--- src/rtl/blink_phase_recover_if.sv ---
// Blink line plus shared count in, recovered phase and status out.
// BLINK_FALL_CHECK_EN adds the fall_err status pulse.
interface blink_phase_recover_if #(
   parameter int CNT_W = 16
);
   logic             blink_in;
   logic [CNT_W-1:0] currentCount;
   logic [CNT_W-1:0] offset_out;
   logic             locked;
   logic             offset_upd;
   logic             lost;
`ifdef BLINK_FALL_CHECK_EN
   logic             fall_err;

   modport master (
      output blink_in, currentCount,
      input  offset_out, locked, offset_upd, lost, fall_err
   );
   modport slave (
      input  blink_in, currentCount,
      output offset_out, locked, offset_upd, lost, fall_err
   );
`else
   modport master (
      output blink_in, currentCount,
      input  offset_out, locked, offset_upd, lost
   );
   modport slave (
      input  blink_in, currentCount,
      output offset_out, locked, offset_upd, lost
   );
`endif
endinterface

--- src/rtl/blink_phase_recover.sv ---
// Recovers the blink generator offset mod 2^(BLINK_BIT+1) and qualifies lock.
// BLINK_FALL_CHECK_EN also checks falling edges and drives fall_err.
module blink_phase_recover #(
   parameter int CNT_W       = 16,
   parameter int BLINK_BIT   = 9,
   parameter int SYNC_STAGES = 2,
   parameter int LOCK_CNT    = 3,
   parameter int TOL         = 0,
   parameter int TIMEOUT_CYC = 4096
) (
   input logic            clk,
   input logic            rst,
   blink_phase_recover_if.slave bus
);
   localparam int W  = BLINK_BIT + 1;
   localparam int MW = $clog2(LOCK_CNT + 1);
   localparam int TW = $clog2(TIMEOUT_CYC + 1);

   localparam logic [W-1:0]  HALF   = W'(1) << (W - 1);
   localparam logic [W:0]    TOL_W  = (W + 1)'(TOL);
   localparam logic [MW-1:0] LOCK_M = MW'(LOCK_CNT);
   localparam logic [MW-1:0] ONE_M  = MW'(1);
   localparam logic [TW-1:0] ONE_T  = TW'(1);
   localparam logic [TW-1:0] T_LAST = TW'(TIMEOUT_CYC - 1);

   typedef enum logic [1:0] {
      SEARCH = 2'd0,
      TRACK  = 2'd1,
      LOCKED = 2'd2
   } state_t;

   function automatic logic near(
      input logic [W-1:0] a,
      input logic [W-1:0] b
   );
      logic [W-1:0] d_ab;
      logic [W-1:0] d_ba;
      logic [W-1:0] d_min;
      d_ab  = a - b;
      d_ba  = b - a;
      d_min = (d_ab < d_ba) ? d_ab : d_ba;
      return {1'b0, d_min} <= TOL_W;
   endfunction

   logic [SYNC_STAGES-1:0] sync_q;
   logic [W-1:0]           cnt_q [SYNC_STAGES];
   logic                   prev_q;

   // Count rides alongside blink so each sample keeps its own timestamp
   always_ff @(posedge clk or posedge rst) begin
      if (rst) begin
         sync_q <= '0;
         prev_q <= 1'b0;
         for (int i = 0; i < SYNC_STAGES; i++) cnt_q[i] <= '0;
      end else begin
         sync_q   <= {sync_q[SYNC_STAGES-2:0], bus.blink_in};
         cnt_q[0] <= bus.currentCount[W-1:0];
         for (int i = 1; i < SYNC_STAGES; i++) cnt_q[i] <= cnt_q[i-1];
         prev_q   <= sync_q[SYNC_STAGES-1];
      end
   end

   generate
      if (CNT_W > W) begin : g_hi
         logic cnt_hi_unused;
         assign cnt_hi_unused = ^bus.currentCount[CNT_W-1:W];
      end
   endgenerate

   state_t        state_q, state_d;
   logic [W-1:0]  cand_q, cand_d;
   logic [W-1:0]  off_q, off_d;
   logic [MW-1:0] mcnt_q, mcnt_d;
   logic [TW-1:0] timer_q, timer_d;
   logic          upd_q, upd_d;
   logic          lost_q, lost_d;

   logic          sync_s;
   logic          rise;
   logic [W-1:0]  cp;
   logic [W-1:0]  est_r;
   logic          match_r;

   assign sync_s  = sync_q[SYNC_STAGES-1];
   assign rise    = sync_s & ~prev_q;
   assign cp      = cnt_q[SYNC_STAGES-1];
   assign est_r   = HALF - cp;
   assign match_r = near(est_r, cand_q);

`ifdef BLINK_FALL_CHECK_EN
   logic          ferr_q, ferr_d;
   logic          fall;
   logic [W-1:0]  est_f;
   logic          match_f;

   assign fall    = ~sync_s & prev_q;
   assign est_f   = '0 - cp;
   assign match_f = near(est_f, cand_q);
`endif

   always_comb begin
      state_d = state_q;
      cand_d  = cand_q;
      off_d   = off_q;
      mcnt_d  = mcnt_q;
      timer_d = timer_q;
      upd_d   = 1'b0;
      lost_d  = 1'b0;
`ifdef BLINK_FALL_CHECK_EN
      ferr_d  = 1'b0;
`endif
      unique case (state_q)
         SEARCH: begin
            if (rise) begin
               cand_d  = est_r;
               mcnt_d  = ONE_M;
               state_d = TRACK;
               if (ONE_M >= LOCK_M) begin
                  state_d = LOCKED;
                  off_d   = est_r;
                  upd_d   = 1'b1;
                  timer_d = '0;
               end
            end
         end
         TRACK: begin
            if (rise && match_r) begin
               if (mcnt_q + ONE_M >= LOCK_M) begin
                  state_d = LOCKED;
                  off_d   = cand_q;
                  upd_d   = 1'b1;
                  timer_d = '0;
               end else begin
                  mcnt_d = mcnt_q + ONE_M;
               end
            end else if (rise) begin
               cand_d = est_r;
               mcnt_d = ONE_M;
               if (ONE_M >= LOCK_M) begin
                  state_d = LOCKED;
                  off_d   = est_r;
                  upd_d   = 1'b1;
                  timer_d = '0;
               end
            end
`ifdef BLINK_FALL_CHECK_EN
            else if (fall && !match_f) begin
               mcnt_d = '0;
               ferr_d = 1'b1;
            end
`endif
         end
         LOCKED: begin
            // A rising edge always takes priority over timeout expiry
            if (rise && match_r) begin
               timer_d = '0;
            end else if (rise) begin
               state_d = TRACK;
               cand_d  = est_r;
               mcnt_d  = ONE_M;
               lost_d  = 1'b1;
            end
`ifdef BLINK_FALL_CHECK_EN
            else if (fall && !match_f) begin
               state_d = TRACK;
               cand_d  = est_f;
               mcnt_d  = ONE_M;
               lost_d  = 1'b1;
               ferr_d  = 1'b1;
            end
`endif
            else if (timer_q == T_LAST) begin
               state_d = SEARCH;
               lost_d  = 1'b1;
            end else begin
               timer_d = timer_q + ONE_T;
            end
         end
         default: state_d = SEARCH;
      endcase
   end

   always_ff @(posedge clk or posedge rst) begin
      if (rst) begin
         state_q <= SEARCH;
         cand_q  <= '0;
         off_q   <= '0;
         mcnt_q  <= '0;
         timer_q <= '0;
         upd_q   <= 1'b0;
         lost_q  <= 1'b0;
`ifdef BLINK_FALL_CHECK_EN
         ferr_q  <= 1'b0;
`endif
      end else begin
         state_q <= state_d;
         cand_q  <= cand_d;
         off_q   <= off_d;
         mcnt_q  <= mcnt_d;
         timer_q <= timer_d;
         upd_q   <= upd_d;
         lost_q  <= lost_d;
`ifdef BLINK_FALL_CHECK_EN
         ferr_q  <= ferr_d;
`endif
      end
   end

   assign bus.offset_out = CNT_W'(off_q);
   assign bus.locked     = (state_q == LOCKED);
   assign bus.offset_upd = upd_q;
   assign bus.lost       = lost_q;
`ifdef BLINK_FALL_CHECK_EN
   assign bus.fall_err   = ferr_q;
`endif
endmodule

--- src/flat_wrapper.sv ---
// flat-port wrapper written by rule: the top's interface ports become plain ports
module blink_phase_recover_flat 
#(
   parameter int CNT_W       = 16,
   parameter int BLINK_BIT   = 9,
   parameter int SYNC_STAGES = 2,
   parameter int LOCK_CNT    = 3,
   parameter int TOL         = 0,
   parameter int TIMEOUT_CYC = 4096
)
  (clk, rst, bus_blink_in, bus_currentCount, bus_offset_out, bus_locked, bus_offset_upd, bus_lost);
  blink_phase_recover_if #(.CNT_W(CNT_W)) bus_i ();
  input logic clk;
  input logic rst;
  input wire logic [$bits(bus_i.blink_in)-1:0] bus_blink_in;
  input wire logic [$bits(bus_i.currentCount)-1:0] bus_currentCount;
  output wire logic [$bits(bus_i.offset_out)-1:0] bus_offset_out;
  output wire logic [$bits(bus_i.locked)-1:0] bus_locked;
  output wire logic [$bits(bus_i.offset_upd)-1:0] bus_offset_upd;
  output wire logic [$bits(bus_i.lost)-1:0] bus_lost;
  assign bus_i.blink_in = bus_blink_in;
  assign bus_i.currentCount = bus_currentCount;
  assign bus_offset_out = bus_i.offset_out;
  assign bus_locked = bus_i.locked;
  assign bus_offset_upd = bus_i.offset_upd;
  assign bus_lost = bus_i.lost;
  blink_phase_recover #(.CNT_W(CNT_W), .BLINK_BIT(BLINK_BIT), .SYNC_STAGES(SYNC_STAGES), .LOCK_CNT(LOCK_CNT), .TOL(TOL), .TIMEOUT_CYC(TIMEOUT_CYC)) u_core (.clk(clk), .rst(rst), .bus(bus_i));
endmodule
--- config.mk ---
export PLATFORM = sky130hd
export DESIGN_NAME = blink_phase_recover_flat
export DESIGN_NICKNAME = d
export VERILOG_FILES = /design/src/rtl/blink_phase_recover_if.sv /design/src/rtl/blink_phase_recover.sv /design/src/flat_wrapper.sv
export SDC_FILE = /design/constraint.sdc
export NUM_CORES = 1
export LEC_CHECK = 0
export ABC_AREA = 1
export CORE_MARGIN = 2
export CORE_UTILIZATION = 35
export CTS_BUF_LIST = sky130_fd_sc_hd__clkbuf_8
export DETAILED_ROUTE_END_ITERATION = 6
export DONT_BUFFER_PORTS = 1
export PLACE_DENSITY_LB_ADDON = 0.1
export REMOVE_ABC_BUFFERS = 1
export SYNTH_ARGS = -nofsm -noshare
export SYNTH_HDL_FRONTEND = slang
export SYNTH_SLANG_ARGS = --single-unit
--- constraint.sdc ---
create_clock -name clk -period 4.16 [get_ports clk]
set_input_delay 0.416 -clock clk [delete_from_list [all_inputs] [get_ports clk]]
set_output_delay 0.416 -clock clk [all_outputs]
set_load 0.02 [all_outputs]
==> summary.txt, run 1 <==
Final layout
  • Register area: between 0.0015 and 0.002 mm^2
  • Area Growth Syn to Fin: 34.1%
  • Final Core Density: 0.486
  • Final net count: 649
  • Share of cells above drive strength 1: 0.313
  • N_diodes: 0
  • Multi-input gate area in the final layout: 0.00235 mm^2
  • Fillers: 1061

Logic synthesis
  • Synth top area share: 0.390
  • Synth Register Bits: 62
  • Mapped Area: about 0.004 mm^2
  • Mean post-synth cell area: between 7 and 8 um^2
  • Synth area leader: dfrtp_1
  • Async S/R FF share, synth: 1.00
  • Most frequent cells after synthesis: nand2_1 (133), inv_1 (80), dfrtp_1 (62), nor2_1 (39), ha_1 (30)
  • Cell count after synthesis: 514
  • Top-count cell post-synth: nand2_1
  • Post-synth EDFFs: 0
  • Dominant cells by area after synthesis: dfrtp_1 (39%), nand2_1 (13%), ha_1 (9.4%)
  • Share of the yosys chip area belonging to registers: 0.390
  • Primary FF master, synth: dfrtp_1
  • Yosys Warn Count: 0
  • Netlist cell types: 35

Setup path
  • Critical path capture point type: register
  • WS Path Type: register to register
  • Max incr delay on CP: about 0.4 ns
  • Crit-path most repeated cell: nand2_1
  • WP data arrival: around 4.4 ns
  • CP Max Fanout: 6
  • Crit-path slowest cell: dfrtp_1
  • Critical R2R Launch: u_core.cp[0]
  • Worst setup path start: u_core.cp[0]
  • Worst setup SP type: register
  • Required time worst endpoint: 4.40 ns

Floorplanning
  • Die area: approximately 0.012 mm^2
  • Ports: 38
  • Die Width: between 100 and 150 um
  • Starting density of the core: 0.362
  • Core area: between 0.01 and 0.015 mm^2
  • Die height: 111 um
  • FP Rows: 38

Clock tree
  • Clk_lat worst skew: 0.35 ns
  • Clock transition at path regs: roughly 0.07 ns
  • Total CTS buffers: 9
  • Clock Tree Buf Depth: 2
  • Clock sinks: 62
  • # H-tree levels: 3
  • CTS Hold Bufs: 0
  • Root Driver: clkbuf_8
  • CTS tree: yes

Global routing
  • Initial antenna violation count: 0
  • Vias in the first global route: 3248
  • GRT Resource Usage Total: 0.153
  • Grt ovf: 0
  • First-pass GRT wire length: roughly 15000 um
  • Largest net degree at the start of global routing: 44

Drt
  • TritonRoute pass-1 iters: 4
  • Drt total wl: roughly 9100 um
  • Via/cell ratio: 4.57
  • Initial drt markers: 167
  • Antenna viol nets, final: 0
  • Detailed-route DRC error count: 0
  • Via count: around 3400
  • WL per Instance: 12.2 um

Timing
  • Layout Skew: 0.00547 ns
  • Rel. slew slack: 0.420
  • Least-Margin Pin Slew: around 0.87 ns
  • Tcrit/Tclk final: 1.01
  • Final WS setup: -0.0368 ns
  • Count of final hold-check violations: 0
  • Final min period: 4.20 ns
  • Setup violations, final: 10
  • Count of pins over their slew limit: 0
  • Unrepaired setup endpoints after global routing: yes
  • Maximum clock rate: 238 MHz
  • Hold Slack: ~0.09 ns

Pwr
  • Pwr/cell area: between 700 and 800 mW/mm^2
  • Maximum VDD drop: between 0.4 and 0.5 mV
  • Leak: roughly 2.7 nW

Worst hold path
  • Worst Hold Class: primary input to register
  • Hold Startpoint: bus_currentCount[8]

Flow run
  • Max Cap Viol: 0

Placed design
  • Number of I/O port buffers: 0
  • GP Congestion: ~0.79
  • Post-place setup slack: -0.488 ns
  • Post-DP HPWL: 6780 um

Run status
  • Status: complete, but fails checks
  • Failing checks: setup timing
## cell type report
cell class                      instances  share of cell area
Sequential cell                        62               0.291
Timing Repair Buffer                   84               0.134
Multi-Input combinational cell        360               0.439
Clock buffer                            9              0.0232
Inverter                               81              0.0579
Tap cell                              140              0.0328
Clock inverter                          7              0.0225
## registers in the layout, summed over array words and instances (netlist names)
| name | count |
|---|---|
| u_core.state_q | 2 |
| u_core.sync_q | 2 |
| u_core.bus.lost | 1 |
| u_core.mcnt_q | 2 |
| u_core.cnt_q | 10 |
| u_core.cp | 10 |
| u_core.off_q | 10 |
| u_core.timer_q | 13 |
| u_core.cand_q | 10 |
| u_core.prev_q | 1 |
| u_core.bus.offset_upd | 1 |
## critical path, delay by kind of cell, from the launching register on
family                     cells  cell delay, ns
and+or+nand+nor               12            1.05
AOI/OAI and AO/OA              4            0.52
DFF                            1            0.39
adders and majority gates      3            0.68
buffers and inverters          9            1.06
xor gates and xnor gates       2            0.37
## through the flow
| step | setup TNS, ns | std cells | instance area [um^2] | total power, mW |
|---|---|---|---|---|
| detailed placement | -17.11 | 714 | 4610 | 2.74 |
| finish | -0.142 | 743 | 5340 | 3.84 |
| CTS | -3.87 | 738 | 5100 | 3.62 |
| global placement | -14.21 | 714 | 4610 | 2.72 |
| floorplan | -2.16 | 503 | 3890 | 1.95 |
| global route | -11.13 | 743 | 5340 | 4.19 |
## power by group
part / internal [mW] / switching [mW]
combinational: 1.14 / 1.30
clock: 0.401 / 0.257
sequential: 0.678 / 0.0674
## routing by layer
metal / GRT usage / part of all wire / vias to the layer above
li1: - / - / 1786
met1: 0.217 / 0.51 / 1555
met2: 0.236 / 0.45 / 48
met3: 0.0274 / 0.031 / 9
met4: 0.0525 / 0.014 / 0
met5: 0 / 0 / -
## logic make-up (layout without fill, tap and decap cells)
group,after synthesis,after routing,share of synthesized area
simple gates,245,245,0.273
buf+inv,97,181,0.104
flops,62,62,0.390
compound gates,57,57,0.0821
fa+ha+maj,32,32,0.104
xor+xnor,20,20,0.0459
other cells,1,6,0.000942
## timing repair
item / 4_1_cts / 5_1_grt
setup buffers: 7 / 4
gates cloned: 1 / 1
endpoints found under the hold margin: 0 / 0
pin swaps: 26 / 26
setup endpoints to repair: 39 / 39
gates resized for setup: 55 / 53
## placed cells by master (no fill, tap or decap), drive strengths merged
cell type / n
nand4: 25
o211ai: 1
clkbuf: 10
o31ai: 1
nand3: 32
nand3b: 2
conb: 6
nand2: 142
inv: 82
ha: 30
o21bai: 1
a21oi: 16
fa: 2
xor2: 16
nor2: 41
xnor2: 4
or2: 1
clkinvlp: 1
o21ai: 35
clkinv: 2
dfrtp: 62
bufinv: 3
o21a: 2
buf: 83
a211oi: 1
nor3: 2
## path summary, 6_finish.rpt
path / slack [ns] / endpoint / cells after the start
worst min-delay path: 0.09 / u_core.cnt_q[18] / 0
worst min register to register: 0.35 / u_core.cp[8] / 0
min in group asynchronous: 0.13 / u_core.timer_q[5] / 1
max in group asynchronous: 3.22 / u_core.cand_q[7] / 2
worst max-delay path: -0.04 / u_core.off_q[9] / 30
worst max register to register: -0.04 / u_core.off_q[9] / 30
Note: power is estimated with default switching activity, not from simulation.
==> inputs of run 2 (changes only) <==
- clock period: 4.16 -> 4.1 ns (I/O delays scaled with it)
==> run 2 against run 1 <==
Effect of this change:
- the run still ends with setup timing left
- cell area up 3.0%
- global-route usage rose by 0.80 points
- die area is the same
- hold slack gained 0.0021 ns
- power up 2.3%
- non-clock buffer count increased by 6
- sequential power rose by 2%
- count of clock-buffer cells in the layout is 1 higher
- final cell count is 0.81% higher
- register-to-register slack got worse by 0.08 ns
- critical path type unchanged
- largest cell class unchanged
- highest routed layer unchanged
==> summary.txt, run 2 (same netlist as run 1, synthesis figures left out) <==
Flow run
  • Max Cap Viol: 0 (unchanged)

Clock tree
  • Clock transition at path regs: 0.07 ns (about the same)
  • Clock Tree Buf Depth: 2 (unchanged)
  • Total CTS buffers: 9 (unchanged)
  • Clock sinks: 62 (unchanged)
  • Root Driver: clkbuf_8 (unchanged)
  • Clk_lat worst skew: 0.34 ns (was 0.35 ns)
  • CTS tree: yes (unchanged)
  • # H-tree levels: 3 (unchanged)

Global routing
  • Grt ovf: 0 (unchanged)
  • Initial antenna violation count: 0 (unchanged)
  • GRT Resource Usage Total: 0.161 (was 0.153)
  • Largest net degree at the start of global routing: 37 (was 44)
  • First-pass GRT wire length: 16100 um (was 15200 um)
  • Vias in the first global route: 3493 (was 3248)

Timing
  • Unrepaired setup endpoints after global routing: yes (unchanged)
  • Rel. slew slack: 0.589 (was 0.420)
  • Layout Skew: 0.00496 ns (was 0.00547 ns)
  • Least-Margin Pin Slew: 0.617 ns (was 0.868 ns)
  • Tcrit/Tclk final: 1.03 (was 1.01)
  • Final WS setup: -0.121 ns (was -0.0368 ns)
  • Count of pins over their slew limit: 0 (unchanged)
  • Final min period: 4.22 ns (was 4.20 ns)
  • Maximum clock rate: 237 MHz (was 238 MHz)
  • Setup violations, final: 26 (was 10)
  • Count of final hold-check violations: 0 (unchanged)
  • Setup TNS: -1.83 ns (was -0.142 ns)

Setup path
  • WS Path Type: register to register (unchanged)
  • Worst setup SP type: register (unchanged)
  • CP Max Fanout: 5 (was 6)
  • Largest delay contributor family on the critical path: simple AND/OR/NAND/NOR gates (was buffers and inverters)
  • WP buf/inv: 9 (unchanged)
  • Reg-to-reg slack, setup: -0.12 ns (was -0.04 ns)
  • Required time worst endpoint: 4.33 ns (was 4.40 ns)
  • Number of cells on the worst reg-to-reg path: 30 (unchanged)
  • Crit-path slowest cell: dfrtp_1 (unchanged)
  • Worst path depth: 30 (unchanged)
  • WP data arrival: 4.45 ns (was 4.43 ns)
  • Max incr delay on CP: 0.39 ns (about the same)
  • Critical R2R Launch: u_core.cp[0] (unchanged)
  • Crit-path most repeated cell: ha_4 (was nand2_1)
  • Reg-to-reg endpoint: u_core.off_q[6] (was u_core.off_q[9])
  • Critical path capture point type: register (unchanged)

Floorplanning
  • Starting density of the core: 0.362 (unchanged)
  • Die height: 111 um (unchanged)
  • Core area: 0.0110 mm^2 (unchanged)
  • Die area: 0.0122 mm^2 (unchanged)
  • FP Rows: 38 (unchanged)
  • Die Width: 111 um (unchanged)
  • Ports: 38 (unchanged)

Final layout
  • Most flops, register: u_core.timer_q (unchanged)
  • Most common cell after layout, fill and taps aside: nand2_1 (unchanged)
  • N_diodes: 0 (unchanged)
  • Share of cells above drive strength 1: 0.388 (was 0.313)
  • Commonest cells after routing, fill and taps aside: nand2_1 (86), buf_4 (75), inv_1 (65), dfrtp_1 (62), nand2_2 (47) (was nand2_1 (110), buf_4 (71), inv_1 (70), dfrtp_1 (62), nor2_1 (34))
  • Area Growth Syn to Fin: 38.2% (was 34.1%)
  • Max reg flops: 13 (unchanged)
  • Final net count: 655 (was 649)

Drt
  • Detailed-route DRC error count: 0 (unchanged)
  • TritonRoute pass-1 iters: 4 (unchanged)
  • Antenna viol nets, final: 0 (unchanged)
  • WL per Instance: 12.9 um (was 12.2 um)
  • Via count: 3508 (was 3398)
  • Via/cell ratio: 4.68 (was 4.57)
  • Initial drt markers: 79 (was 167)
  • Drt total wl: 9650 um (was 9080 um)

Placed design
  • Post-DP HPWL: 6870 um (was 6780 um)
  • Number of I/O port buffers: 0 (unchanged)
  • GP Congestion: 0.828 (was 0.791)

Run status
  • Status: complete, but fails checks (unchanged)
  • Failing checks: setup timing (unchanged)

Pwr
  • Leak: 2.74 nW (was 2.72 nW)
  • Maximum VDD drop: 0.364 mV (was 0.432 mV)
  • Pwr/cell area: 713 mW/mm^2 (was 718 mW/mm^2)
  • Power consumption: 3.92 mW (was 3.84 mW)

Worst hold path
  • Worst Hold Depth: 0 (unchanged)
  • Hold Startpoint: bus_blink_in (was bus_currentCount[8])
  • Worst Hold Class: primary input to register (unchanged)
  • Worst Hold End: u_core.sync_q[0] (was u_core.cnt_q[18])
[run 2: changes by cell type in the layout (fill, tap and decap cells not counted), moves of 3 or more]
cell / delta
ha_4: +4
nand2_4: +3
nand2_2: +21
inv_2: +4
o21ai_0: -11
inv_1: -5
o21ai_1: +6
ha_1: -5
nand2_1: -24
buf_4: +4
o21ai_2: +5
[run 2: timing repair]
action / CTS / global route
pin swaps: 26 / 35
cloned: 2 / 0
hold buffers: 1 / 0
hold endpoints to repair: 26 / 0
setup endpoints to repair: 39 / 39
setup buffers: 8 / 4
resized for setup: 68 / 103
[run 2: worst register-to-register path, delay by kind of cell (launching register included)]
kind | cells | cell delay, ns
AO/OA/AOI/OAI | 5 | 0.56
XOR/XNOR | 2 | 0.38
adder cells (fa/ha/maj) | 3 | 0.69
buffers and inverters | 9 | 1.05
flip-flops | 1 | 0.39
AND/OR/NAND/NOR | 11 | 1.07
[run 2: routing by layer]
layer / global-route usage / up-vias / part of all wire
met4: 0.0558 / 0 / 0.013
met3: 0.0373 / 12 / 0.030
met5: 0 / - / 0
met2: 0.261 / 46 / 0.48
met1: 0.213 / 1646 / 0.48
li1: - / 1804 / -
[run 2: where the power goes]
part	leakage, nW	total, mW	switching (mW)	internal (mW)
Clock	0.102	0.540	0.245	0.295
Sequential	0.789	0.762	0.0747	0.688
Combinational	1.85	2.62	1.41	1.21
Total	2.74	3.92	1.73	2.19
[run 2: layout make-up]
type	instances	area [um^2]
fillers	1050	5480
multi-input cells	360	2510
flip-flops and latches	62	1550
repair buffers	90	751
inverters	81	309
well taps	140	175
clock buffers	10	138
clock inverters	6	61.3
[run 2: worst max path at each step]
stage,from,end,slack [ns]
6_report,u_core.cp[0],u_core.off_q[6],-0.12
5_1_grt,u_core.cp[1],u_core.off_q[8],-0.40
4_1_cts,u_core.cp[1],u_core.off_q[0],-0.18
3_5_place_dp,u_core.cp[1],u_core.off_q[0],-0.50
3_3_place_gp,u_core.cp[0],u_core.off_q[7],-0.39
2_1_floorplan,u_core.cp[0],u_core.mcnt_q[1],-0.25
[run 2: per-stage QoR]
stage | instances | worst slack, ns | utilization | instance area [um^2] | hold WS, ns
2_1_floorplan | 503 | -0.246 | - | 3890 | 0.331
3_3_place_gp | 719 | -0.394 | 0.423 | 4650 | 0.332
3_5_place_dp | 719 | -0.499 | 0.423 | 4650 | 0.335
4_1_cts | 746 | -0.182 | 0.470 | 5160 | 0.0633
5_1_grt | 749 | -0.398 | 0.501 | 5500 | 0.0598
6_report | 749 | -0.121 | 0.501 | 5500 | 0.0927
